$ cat src/rtl/pll_lock_sequencer.sv
// rtl/pll_lock_sequencer.sv - PLL lock qualification and downstream reset sequencer
//
// Holds downstream logic in reset until the PLL lock flag has been stable for
// STABLE_CYCLES clocks, then releases it. A lock loss (or a resync request)
// while running re-asserts reset for at least HOLD_CYCLES before the lock
// qualification starts over.
//
// Ports:
//   clock_in     sole clock, PLL output domain
//   reset_n      asynchronous active-low reset
//   locked       raw PLL lock flag, asynchronous to clock_in
//   resync       synchronous request to re-run the sequence (honoured in RUN only)
//   sys_reset_n  registered active-low reset for downstream logic (1 only in RUN)
//   ready        registered, 1 only in RUN
//   lost_lock    one-cycle pulse on every lock loss from RUN
//   loss_count   saturating count of lock losses from RUN
//   state        current state: 0 WAIT_LOCK, 1 STABILIZE, 2 RUN, 3 HOLD
module pll_lock_sequencer #(
    parameter int STABLE_CYCLES = 1024,
    parameter int HOLD_CYCLES   = 16
) (
    input  logic       clock_in,
    input  logic       reset_n,
    input  logic       locked,
    input  logic       resync,
    output logic       sys_reset_n,
    output logic       ready,
    output logic       lost_lock,
    output logic [7:0] loss_count,
    output logic [1:0] state
);

    localparam int CNT_MAX = ((STABLE_CYCLES > HOLD_CYCLES) ? STABLE_CYCLES : HOLD_CYCLES) - 1;
    localparam int CW      = (CNT_MAX < 1) ? 1 : $clog2(CNT_MAX + 1);

    localparam logic [CW-1:0] STABLE_LAST = CW'(STABLE_CYCLES - 1);
    localparam logic [CW-1:0] HOLD_LAST   = CW'(HOLD_CYCLES - 1);

    typedef enum logic [1:0] {
        WAIT_LOCK = 2'd0,
        STABILIZE = 2'd1,
        RUN       = 2'd2,
        HOLD      = 2'd3
    } state_t;

    state_t        state_q;
    state_t        state_d;
    logic [CW-1:0] cnt_q;
    logic [CW-1:0] cnt_d;
    logic          loss_event;

    // Two-flop synchronizer; locked_s is the only view of the PLL flag.
    logic locked_m;
    logic locked_s;

    always_ff @(posedge clock_in or negedge reset_n) begin
        if (!reset_n) begin
            locked_m <= 1'b0;
            locked_s <= 1'b0;
        end else begin
            locked_m <= locked;
            locked_s <= locked_m;
        end
    end

    always_ff @(posedge clock_in or negedge reset_n) begin
        if (!reset_n) begin
            state_q <= WAIT_LOCK;
            cnt_q   <= '0;
        end else begin
            state_q <= state_d;
            cnt_q   <= cnt_d;
        end
    end

    // The counter is zeroed on every transition so each state that counts
    // starts from 0 on entry; it only increments while staying put.
    always_comb begin
        state_d    = state_q;
        cnt_d      = cnt_q;
        loss_event = 1'b0;
        case (state_q)
            WAIT_LOCK: begin
                if (locked_s) begin
                    state_d = STABILIZE;
                    cnt_d   = '0;
                end
            end
            STABILIZE: begin
                if (!locked_s) begin
                    state_d = WAIT_LOCK;
                    cnt_d   = '0;
                end else if (cnt_q == STABLE_LAST) begin
                    state_d = RUN;
                    cnt_d   = '0;
                end else begin
                    cnt_d = cnt_q + CW'(1);
                end
            end
            RUN: begin
                // Lock loss takes priority over a coincident resync.
                if (!locked_s) begin
                    state_d    = HOLD;
                    cnt_d      = '0;
                    loss_event = 1'b1;
                end else if (resync) begin
                    state_d = HOLD;
                    cnt_d   = '0;
                end
            end
            HOLD: begin
                if (cnt_q == HOLD_LAST) begin
                    state_d = WAIT_LOCK;
                    cnt_d   = '0;
                end else begin
                    cnt_d = cnt_q + CW'(1);
                end
            end
            default: begin
                state_d = WAIT_LOCK;
                cnt_d   = '0;
            end
        endcase
    end

    // Outputs are registered from the next state so they change on the same
    // edge as the state register.
    always_ff @(posedge clock_in or negedge reset_n) begin
        if (!reset_n) begin
            sys_reset_n <= 1'b0;
            ready       <= 1'b0;
            lost_lock   <= 1'b0;
            loss_count  <= 8'd0;
        end else begin
            sys_reset_n <= (state_d == RUN);
            ready       <= (state_d == RUN);
            lost_lock   <= loss_event;
            if (loss_event && (loss_count != 8'hFF)) begin
                loss_count <= loss_count + 8'd1;
            end
        end
    end

    assign state = state_q;

endmodule
$ cat config.mk
export PLATFORM = sky130hd
export DESIGN_NAME = pll_lock_sequencer
export DESIGN_NICKNAME = d
export VERILOG_FILES = /design/src/rtl/pll_lock_sequencer.sv
export SDC_FILE = /design/constraint.sdc
export NUM_CORES = 1
export LEC_CHECK = 0
export CAP_MARGIN = 20
export CORE_MARGIN = 2
export CORE_UTILIZATION = 50
export CTS_BUF_LIST = sky130_fd_sc_hd__clkbuf_4 sky130_fd_sc_hd__clkbuf_8 sky130_fd_sc_hd__clkbuf_16
export DETAILED_ROUTE_END_ITERATION = 6
export PLACE_DENSITY = 0.74
export RECOVER_POWER = 50
export SLEW_MARGIN = 20
export SYNTH_ARGS = -nofsm -noshare
export SYNTH_HDL_FRONTEND = slang
export SYNTH_SLANG_ARGS = --single-unit
export TNS_END_PERCENT = 30
$ cat constraint.sdc
create_clock -name clock_in -period 2.3 [get_ports clock_in]
set_input_delay 0.345 -clock clock_in [delete_from_list [all_inputs] [get_ports clock_in]]
set_output_delay 0.345 -clock clock_in [all_outputs]
set_load 0.05 [all_outputs]
==> impl_results.md, run 1 <==
* Outcome: finished clean
* Final Skew at approximately 0.0024 ns
* Final Wtd Congestion at a little under 0.8
* Top_reg_cell synth: dfrtp_1
* Nets@finish at around 140
* Worst-path cell with the longest stage delay: clkdlybuf4s50_1
* IO Count at 17
* Footprint of the multi-input gates at 621 µm²
* Routed vias at 944
* Combinational share of power at 22.2%
* Antenna violations before repair at 0
* Maximum root-to-sink buffer count at 2
* Layout cells sized above 1 at between 10 and 15%
* Final instance area at between 1000 and 1500 µm²
* CTS tree: yes
* Maximum vdd ir drop at 0.414 mV
* Core ar. at ~2400 µm²
* Post-CTS setup buffer count at 0
* #FFs+latches synth at 24
* Tot Pwr at between 800 and 900 µW
* WL/cell at around 15 µm
* DP Area at between 1000 and 1500 µm²
* Fin crit period at around 2.1 ns
* Worst EP arrival at roughly 1.7 ns
* RSZ-0062 raised after global routing: no
* Fin worst setup slack at approximately 0.21 ns
* CP peak stage delay at roughly 0.87 ns
* Fmax achieved at around 480 MHz
* Sequential fraction of the synthesis area at 48.0%
* R2R depth at 4
* Mean Syn Cell Area at approximately 11 µm²
* Worst-skew pair later-pin latency at around 0.3 ns
* Clk sink count at 24
* Leak pwr at around 0.00063 µW
* CTS Hold Buffers Added at 0
* Syn nets at 121
* P_int at between 500 and 600 µW
* Crit-path cells: clkdlybuf4s50_1
* DRC Markers at 0
* Power density cells at between 500 and 600 nW/µm²
* CP endpoint kind: output port
* Final count of hold timing violations at 0
* Worst Path Required at approximately 2 ns
* Buf+Inv Stages, Crit Path at 1
* Switch share at roughly a third
* Max-slew headroom at 13.0%
* # diodes at 0
* Starting DRT DRC Count at 14
* WL final at roughly 2300 µm
* Clock group share of total power at 20.4%
* Final Instance Count excl. Fillers at approximately 160
* Overall die width at roughly 54 µm
* Die Span Y at roughly 54 µm
* Largest net degree at the start of global routing at 25
* Place WS at slightly above 0.3 ns
* First-pass GRT wire length at between 4000 and 5000 µm
* Synth top area cells: dfrtp_1 (48%), xnor2_1 (5.6%), a22o_2 (4.0%)
* Clk pin slew, worst setup/hold paths at between 0.1 and 0.15 ns
* Share of the synthesized area in the top cell type at a little under half
* Leading area contributor after synthesis: dfrtp_1
* Post-synth EDFFs at 0
* R2R Path Start: cnt_q[5]$_DFFE_PN0P_
* CTS Buf Count at 3
* Worst hold stages at 0
* Tot GR Track Use at roughly a fifth
* WP depth at 1
* Setup TNS at 0 ns
* Post-CTS resize count at 0
* Clk root buf: clkbuf_4
* IO Port Bufs at 16
* R2R Path End: cnt_q[5]$_DFFE_PN0P_
* Vias in the first global route at 875
* Hold Crit Start: locked_m$_DFF_PN0_
* Slew Viols, Final at 0
* FF+latch area at ~600 µm²
* Post-DRT Antenna Nets at 0
* Grt total ovfl at 0
* Fill cells at approximately 210
* Sequential power share at about 57%
* Htree depth at 1
* Net Sw Power at between 200 and 300 µW
* Startpoint Class: flip-flop
* Finish-stage setup viols at 0
* Max cap viols at 0
* Crit Path Class: flip-flop to output port
* Hold WC Path Type: flip-flop to flip-flop
* Final clock period utilization by the worst path at between 90 and 100%
* Initial Utilization at about 50%
* Vias/cell at 5.86
* Synth Warn # at 0
* Peak fanout along the critical path at 11
* Rows at 18
* Placed insts at ~160
* 1st-pass router iterations at 4
* Mapped Area at approximately 1300 µm²
* Synth cell types at ~40
* Async SR Flop Fraction at 100%
* Synth Instances at approximately 120
* Reg-to-reg slack, setup at 0.26 ns
* Largest delay contributor family on the critical path: buffers and inverters
* DIE AREA at 2920 µm²
* WHS Endpoint: locked_s$_DFF_PN0_
* Slew at the pin closest to its max-slew limit at about 1.3 ns
* Dpl hpwl at ~1700 µm
* Area growth syn-to-layout at 16.6%
per-stage QoR:
step | hold WS (ns) | utilization (%)
global placement | 0.336 | 59.3
detailed placement | 0.346 | 59.3
floorplan | 0.0494 | -
CTS | 0.375 | 60.2
finish | 0.371 | 60.0
global route | 0.380 | 60.0
per-layer routing:
layer | vias to the layer above | share of wire (%) | track usage (%)
met3 | 4 | 3.1 | 2.50
met2 | 16 | 48 | 30.1
met1 | 466 | 47 | 26.5
met4 | 0 | 1.6 | 8.75
met5 | - | 0 | 0
li1 | 458 | - | -
power groups by stage:
| stage | Combinational, µW | Clock, µW | Sequential, µW |
|---|---|---|---|
| 6_report | 191 | 175 | 494 |
| 5_1_grt | 208 | 200 | 501 |
| 4_1_cts | 193 | 189 | 494 |
| 3_5_place_dp | 193 | 0 | 503 |
| 3_3_place_gp | 187 | 0 | 501 |
| 2_1_floorplan | 125 | 0 | 506 |
layout make-up:
class / instances / share of cell area, %
clock buffers: 3 / 1.54
multi-input cells: 84 / 42.5
inverters: 2 / 0.514
flip-flops and latches: 24 / 41.1
repair buffers: 18 / 11.7
well taps: 30 / 2.57
cells in the mapped netlist, types with 3 or more instances:
cell       n
a22o_2     5
and2_1     3
clkbuf_1   3
dfrtp_1   24
nand2_1   11
nand3_1    6
nand4_1    5
nor3_1     3
o21ai_0    4
xnor2_1    8
worst max path at each step:
stage / from / endpoint / slack, ns
after floorplan: state[1]$_DFF_PN0_ / loss_count[5]$_DFFE_PN0P_ / 0.21
after global placement: cnt_q[5]$_DFFE_PN0P_ / cnt_q[2]$_DFFE_PN0P_ / 0.36
after detailed placement: cnt_q[5]$_DFFE_PN0P_ / cnt_q[5]$_DFFE_PN0P_ / 0.31
after CTS: state[1]$_DFF_PN0_ / state[1] / 0.19
after global routing: state[1]$_DFF_PN0_ / state[1] / 0.13
final: state[1]$_DFF_PN0_ / state[1] / 0.21
logic make-up (layout without fill, tap and decap cells):
| kind of cell | Yosys count | in the layout | share of synthesized area (%) |
|---|---|---|---|
| muxes | 2 | 2 | 1.80 |
| adders and majority gates | 2 | 2 | 2.00 |
| and+or+nand+nor | 46 | 46 | 21.5 |
| DFF | 24 | 24 | 48.0 |
| AOI/OAI and AO/OA | 25 | 25 | 18.0 |
| xor gates and xnor gates | 9 | 9 | 6.29 |
| buffers and inverters | 7 | 23 | 2.50 |
state kept, by name, summed over array words and instances (netlist names):
name,flops
cnt_q,10
locked_m,1
locked_s,1
loss_count,8
lost_lock,1
ready,1
state,2
layout by cell type, fill, tap and decap left out, types with 2 or more instances in the layout:
master,count
dfrtp_1,24
nor3_1,3
a21oi_1,2
a22o_2,5
and2_1,3
ha_1,2
mux2_2,2
and4_1,2
nor2_1,2
nand2_1,11
a31oi_1,2
nand4_1,5
a221o_1,2
xnor2_1,8
clkbuf_4,3
or3_1,2
dlygate4sd3_1,2
o21ai_0,4
a21o_1,2
a22o_1,2
or2_2,2
nand3_1,6
inv_1,2
clkdlybuf4s50_1,14
No activity file was read; power rests on OpenSTA's default activity.
==> run 2, diff against run 1 <==
CORE_UTILIZATION = 45   (was 50)
PLACE_DENSITY = 0.67   (was 0.74)
==> run 2 against run 1 <==
  * Hold slack improved by 0.0023 ns
  * Highest routed layer unchanged
  * Power increased by 1.2%
  * First-iteration DRC count increased to 2.9 times the previous value
  * Sequential power about the same
==> impl_results.md, run 2 (synthesis gave the netlist of run 1 again) <==
* Crit-path cells: clkdlybuf4s50_1
* Routed vias at 930
* Outcome: finished clean
* Most common cell after layout, fill and taps aside: dfrtp_1
* GRT met2 Usage at between 20 and 25%
* WL final at 2300 µm
* Finish-stage setup viols at 0
* Fmax achieved at 478 MHz
* DP Area at roughly 1500 µm²
* DIE AREA at around 3200 µm²
* # diodes at 0
* CTS Buf Count at 3
* Fin crit period at roughly 2.1 ns
* Max-slew headroom at ~14%
* R2R Path Start: cnt_q[5]$_DFFE_PN0P_
* Post-DRT Antenna Nets at 0
* Crit Path Class: flip-flop to output port
* Core ar. at 2710 µm²
* Worst-skew pair later-pin latency at ~0.31 ns
* Post-CTS resize count at 0
* Hold Crit Start: locked_m$_DFF_PN0_
* CP peak stage delay at between 0.8 and 0.9 ns
* CTS tree: yes
* Slew at the pin closest to its max-slew limit at approximately 1.3 ns
* Peak fanout along the critical path at 11
* Final count of hold timing violations at 0
* Met3 Usage GRT at 5.30%
* Final clock period utilization by the worst path at 90.9%
* Area growth syn-to-layout at 17.3%
* Buf+Inv Stages, Crit Path at 1
* Largest net degree at the start of global routing at 25
* Vias in the first global route at about 830
* Antenna violations before repair at 0
* Nets@finish at between 100 and 150
* Starting DRT DRC Count at 41
* Final Wtd Congestion at 0.945
* Biggest register: cnt_q
* Die Span Y at about 57 µm
* IO Port Bufs at 16
* Leak pwr at 0.000632 µW
* Maximum root-to-sink buffer count at 2
* CP endpoint kind: output port
* Worst EP arrival at between 1.5 and 2 ns
* Maximum vdd ir drop at ~0.44 mV
* Layer with the highest usage: met2
* Worst-path cell with the longest stage delay: clkdlybuf4s50_1
* 1st-pass router iterations at 4
* Setup TNS at 0 ns
* Commonest non-fill, non-tap cells in the layout: dfrtp_1 (24), clkdlybuf4s50_1 (14), nand2_1 (11), xnor2_1 (8), nand3_1 (6)
* Hold WC Path Type: flip-flop to flip-flop
* Clk pin slew, worst setup/hold paths at 0.12 ns
* Post-CTS setup buffer count at 0
* First-pass GRT wire length at a little under 4000 µm
* IO Count at 17
* Largest delay contributor family on the critical path: buffers and inverters
* Overall die width at roughly 57 µm
* RSZ-0062 raised after global routing: no
* Clk sink count at 24
* Final hold slack at approximately 0.37 ns
* Fill cells at approximately 260
* CTS Hold Buffers Added at 0
* Final instance area at about 1500 µm²
* WL/cell at around 14 µm
* Layout cells sized above 1 at approximately 15%
* Clk root buf: clkbuf_4
* Worst Path Required at roughly 2 ns
* Tot GR Track Use at around 16%
* Initial Utilization at a little under half
* Rows at 19
* Vias/cell at about 5.7
* Htree depth at 1
* Final Skew at 0.00549 ns
* Startpoint Class: flip-flop
* Crit path from: state[1]$_DFF_PN0_
* Slew Viols, Final at 0
* DRC Markers at 0
* Grt total ovfl at 0
* GR met1 Demand/Resource at between 20% and 30%
* Max cap viols at 0
* Power density cells at ~590 nW/µm²
* Dpl hpwl at around 1600 µm
* Max FFs per register at 10
==> run 2: worst paths after layout <==
check                                            end  slack [ns]  depth (start not counted)
max in group asynchronous  loss_count[1]$_DFFE_PN0P_        0.71                          2
setup reg to reg                cnt_q[2]$_DFFE_PN0P_        0.28                          4
setup / recovery                            state[1]        0.21                          1
hold reg to reg                   locked_s$_DFF_PN0_        0.37                          0
min in group asynchronous         locked_s$_DFF_PN0_        0.82                          2
hold / removal                    locked_s$_DFF_PN0_        0.37                          0
==> run 2: metal layers <==
layer	part of all wire [%]	vias up
met5	0	-
met4	0.96	0
met3	3.6	2
met2	45	17
met1	50	449
li1	-	462
==> run 2: power by group <==
group	switching [µW]	internal [µW]	total (µW)
Sequential	46.5	448	495
Combinational	118	79.0	197
Clock	117	61.1	178
Total	281	588	870
==> run 2: metrics by stage <==
step | worst slack, ns | utilization (%) | power [µW] | instances
2_1_floorplan | 0.210 | - | 631 | 115
3_3_place_gp | 0.324 | 53.5 | 700 | 160
3_5_place_dp | 0.297 | 53.5 | 702 | 160
4_1_cts | 0.187 | 54.3 | 888 | 163
5_1_grt | 0.109 | 54.2 | 924 | 163
6_report | 0.209 | 54.2 | 870 | 163
==> run 2: final cells by class <==
type / count / area (µm²) / area share (%)
clock buffer: 3 / 22.5 / 1.53
inverter: 2 / 7.51 / 0.511
tap: 31 / 38.8 / 2.64
sequential: 24 / 601 / 40.9
multi-input combinational: 84 / 621 / 42.2
timing repair buffer: 19 / 179 / 12.2
==> run 3, diff against run 2 <==
clock period = 2.65 ns   (was 2.3 ns; I/O delays follow)
==> run 3 against run 2 <==
  * Sequential share of layout area decreased by 0.62 points
  * Critical path depth unchanged
  * Clock power increased by 48%
  * Routed wire length increased by 2.5%
  * Hold slack got worse by 0.0034 ns
  * Die area unchanged
  * Non-clock buffer count decreased by 1
  * First-iteration DRC count decreased by 39%
  * Combinational power decreased by 15%
  * Power decreased by 1.3%
  * Core utilization increased by 0.83 points
  * Critical endpoint unchanged
  * Largest cell class unchanged
  * Largest power group unchanged
  * Highest routed layer unchanged
==> impl_results.md, run 3 (synthesis gave the netlist of run 1 again) <==
* Initial Utilization at a little under half
* R2R depth at 4
* Slew Viols, Final at 0
* Crit path capture: state[1]
* IO Port Bufs at 16
* Leak pwr at between 0.0006 and 0.0007 µW
* CTS Buf Count at 3
* Footprint of the multi-input gates at approximately 620 µm²
* Power density cells at ~580 nW/µm²
* DRC Markers at 0
* CTS tree: yes
* Clk pin slew, worst setup/hold paths at 0.13 ns
* Final Wtd Congestion at roughly 0.9
* Grt total ovfl at 0
* Switch share at between 20% and 30%
* Net Sw Power at 252 µW
* IO Count at 17
* Vias in the first global route at 846
* Die Span Y at about 57 µm
* Crit-path cells: clkdlybuf4s50_1
* Reg-to-reg slack, setup at around 0.61 ns
* Antenna violations before repair at 0
* Setup TNS at 0 ns
* Peak fanout along the critical path at 11
* Clk sink count at 24
* 1st-pass router iterations at 4
* Max cap viols at 0
* Final Instance Count excl. Fillers at between 150 and 200
* Overall die width at 56.8 µm
* Clk root buf: clkbuf_4
* DIE AREA at approximately 3200 µm²
* Vias/cell at a little under 6
* Starting DRT DRC Count at 25
* Final Skew at between 0.002 and 0.003 ns
* Sequential power share at around 50%
* Finish-stage setup viols at 0
* Worst EP arrival at 1.75 ns
* Slew at the pin closest to its max-slew limit at around 1.3 ns
* Layout cells sized above 1 at ~15%
* Commonest non-fill, non-tap cells in the layout: dfrtp_1 (24), clkdlybuf4s50_1 (14), nand2_1 (11), xnor2_1 (8), nand3_1 (6)
* Post-CTS resize count at 0
* Max-slew headroom at around 12%
* Placed insts at between 150 and 200
* Post-DRT Antenna Nets at 0
* Largest net degree at the start of global routing at 25
* WL/cell at around 14 µm
* Largest delay contributor family on the critical path: buffers and inverters
* Biggest register: cnt_q
* R2R Path Start: cnt_q[5]$_DFFE_PN0P_
* Final hold slack at 0.370 ns
* Clock group share of total power at 30.7%
* Worst-path cell with the longest stage delay: clkdlybuf4s50_1
* Fill cells at roughly 250
* Startpoint Class: flip-flop
* WL final at about 2400 µm
* Crit path from: state[1]$_DFF_PN0_
* Dpl hpwl at 1690 µm
* Htree depth at 1
* Outcome: finished clean
* Rows at 19
* Core ar. at around 2700 µm²
* RSZ-0062 raised after global routing: no
* Maximum root-to-sink buffer count at 2
* Place WS at 0.642 ns
* Buf+Inv Stages, Crit Path at 1
* Tot GR Track Use at ~15%
* Final clock period utilization by the worst path at 81.1%
* Hold WC Path Type: flip-flop to flip-flop
* Maximum vdd ir drop at between 0.5 and 0.6 mV
* CTS Hold Buffers Added at 0
* R2R Path End: cnt_q[5]$_DFFE_PN0P_
* P_int at around 610 µW
* Worst-skew pair later-pin latency at around 0.31 ns
* Worst Path Required at between 2 and 2.5 ns
* Routed vias at between 900 and 1000
* CP peak stage delay at between 0.8 and 0.9 ns
* Fmax achieved at 465 MHz
* Final count of hold timing violations at 0
* First-pass GRT wire length at ~3800 µm
* Core Util, Final at a little under three fifths
* Most common cell after layout, fill and taps aside: dfrtp_1
* Combinational share of power at between 10% and 20%
* # diodes at 0
* Nets@finish at 139
* Post-CTS setup buffer count at 0
* Fin worst setup slack at about 0.5 ns
* CP endpoint kind: output port
* FF+latch area at 601 µm²
* Max FFs per register at 10
* Area growth syn-to-layout at 19.1%
* WP depth at 1
* Crit Path Class: flip-flop to output port
* Fin crit period at about 2.1 ns
-- run 3: power by group through the flow --
stage / Clock, µW / Sequential [µW] / Combinational [µW]
global route: 286 / 433 / 180
detailed placement: 0 / 435 / 169
global placement: 0 / 435 / 166
CTS: 273 / 428 / 169
floorplan: 0 / 439 / 109
finish: 264 / 428 / 167
-- run 3: layer usage --
layer	vias to the layer above	share of wire [%]	global-route usage [%]
li1	465	-	-
met1	470	48	20.0
met2	17	48	24.1
met3	2	3.2	2.07
met4	0	0.81	6.64
met5	-	0	0
-- run 3: how the worst min path moves through the flow --
| stage | cells past startpoint | start | endpoint |
|---|---|---|---|
| after floorplan | 0 | reset_n | cnt_q[0]$_DFFE_PN0P_ |
| after global placement | 0 | locked_m$_DFF_PN0_ | locked_s$_DFF_PN0_ |
| after detailed placement | 0 | locked_m$_DFF_PN0_ | locked_s$_DFF_PN0_ |
| after CTS | 0 | locked_m$_DFF_PN0_ | locked_s$_DFF_PN0_ |
| after global routing | 0 | locked_m$_DFF_PN0_ | locked_s$_DFF_PN0_ |
| final | 0 | locked_m$_DFF_PN0_ | locked_s$_DFF_PN0_ |
-- run 3: cell type report --
cell class,instances,share of cell area [%]
clock buffers,3,1.51
clock inverters,1,2.01
inverters,2,0.503
multi-input cells,84,41.6
flip-flops and latches,24,40.3
well taps,31,2.60
repair buffers,18,11.5
-- run 3: metrics by stage --
| stage | power (µW) | area (µm²) |
|---|---|---|
| after detailed placement | 604 | 1440 |
| after global placement | 601 | 1440 |
| after floorplan | 548 | 1250 |
| after global routing | 899 | 1490 |
| final | 859 | 1490 |
| after CTS | 871 | 1500 |
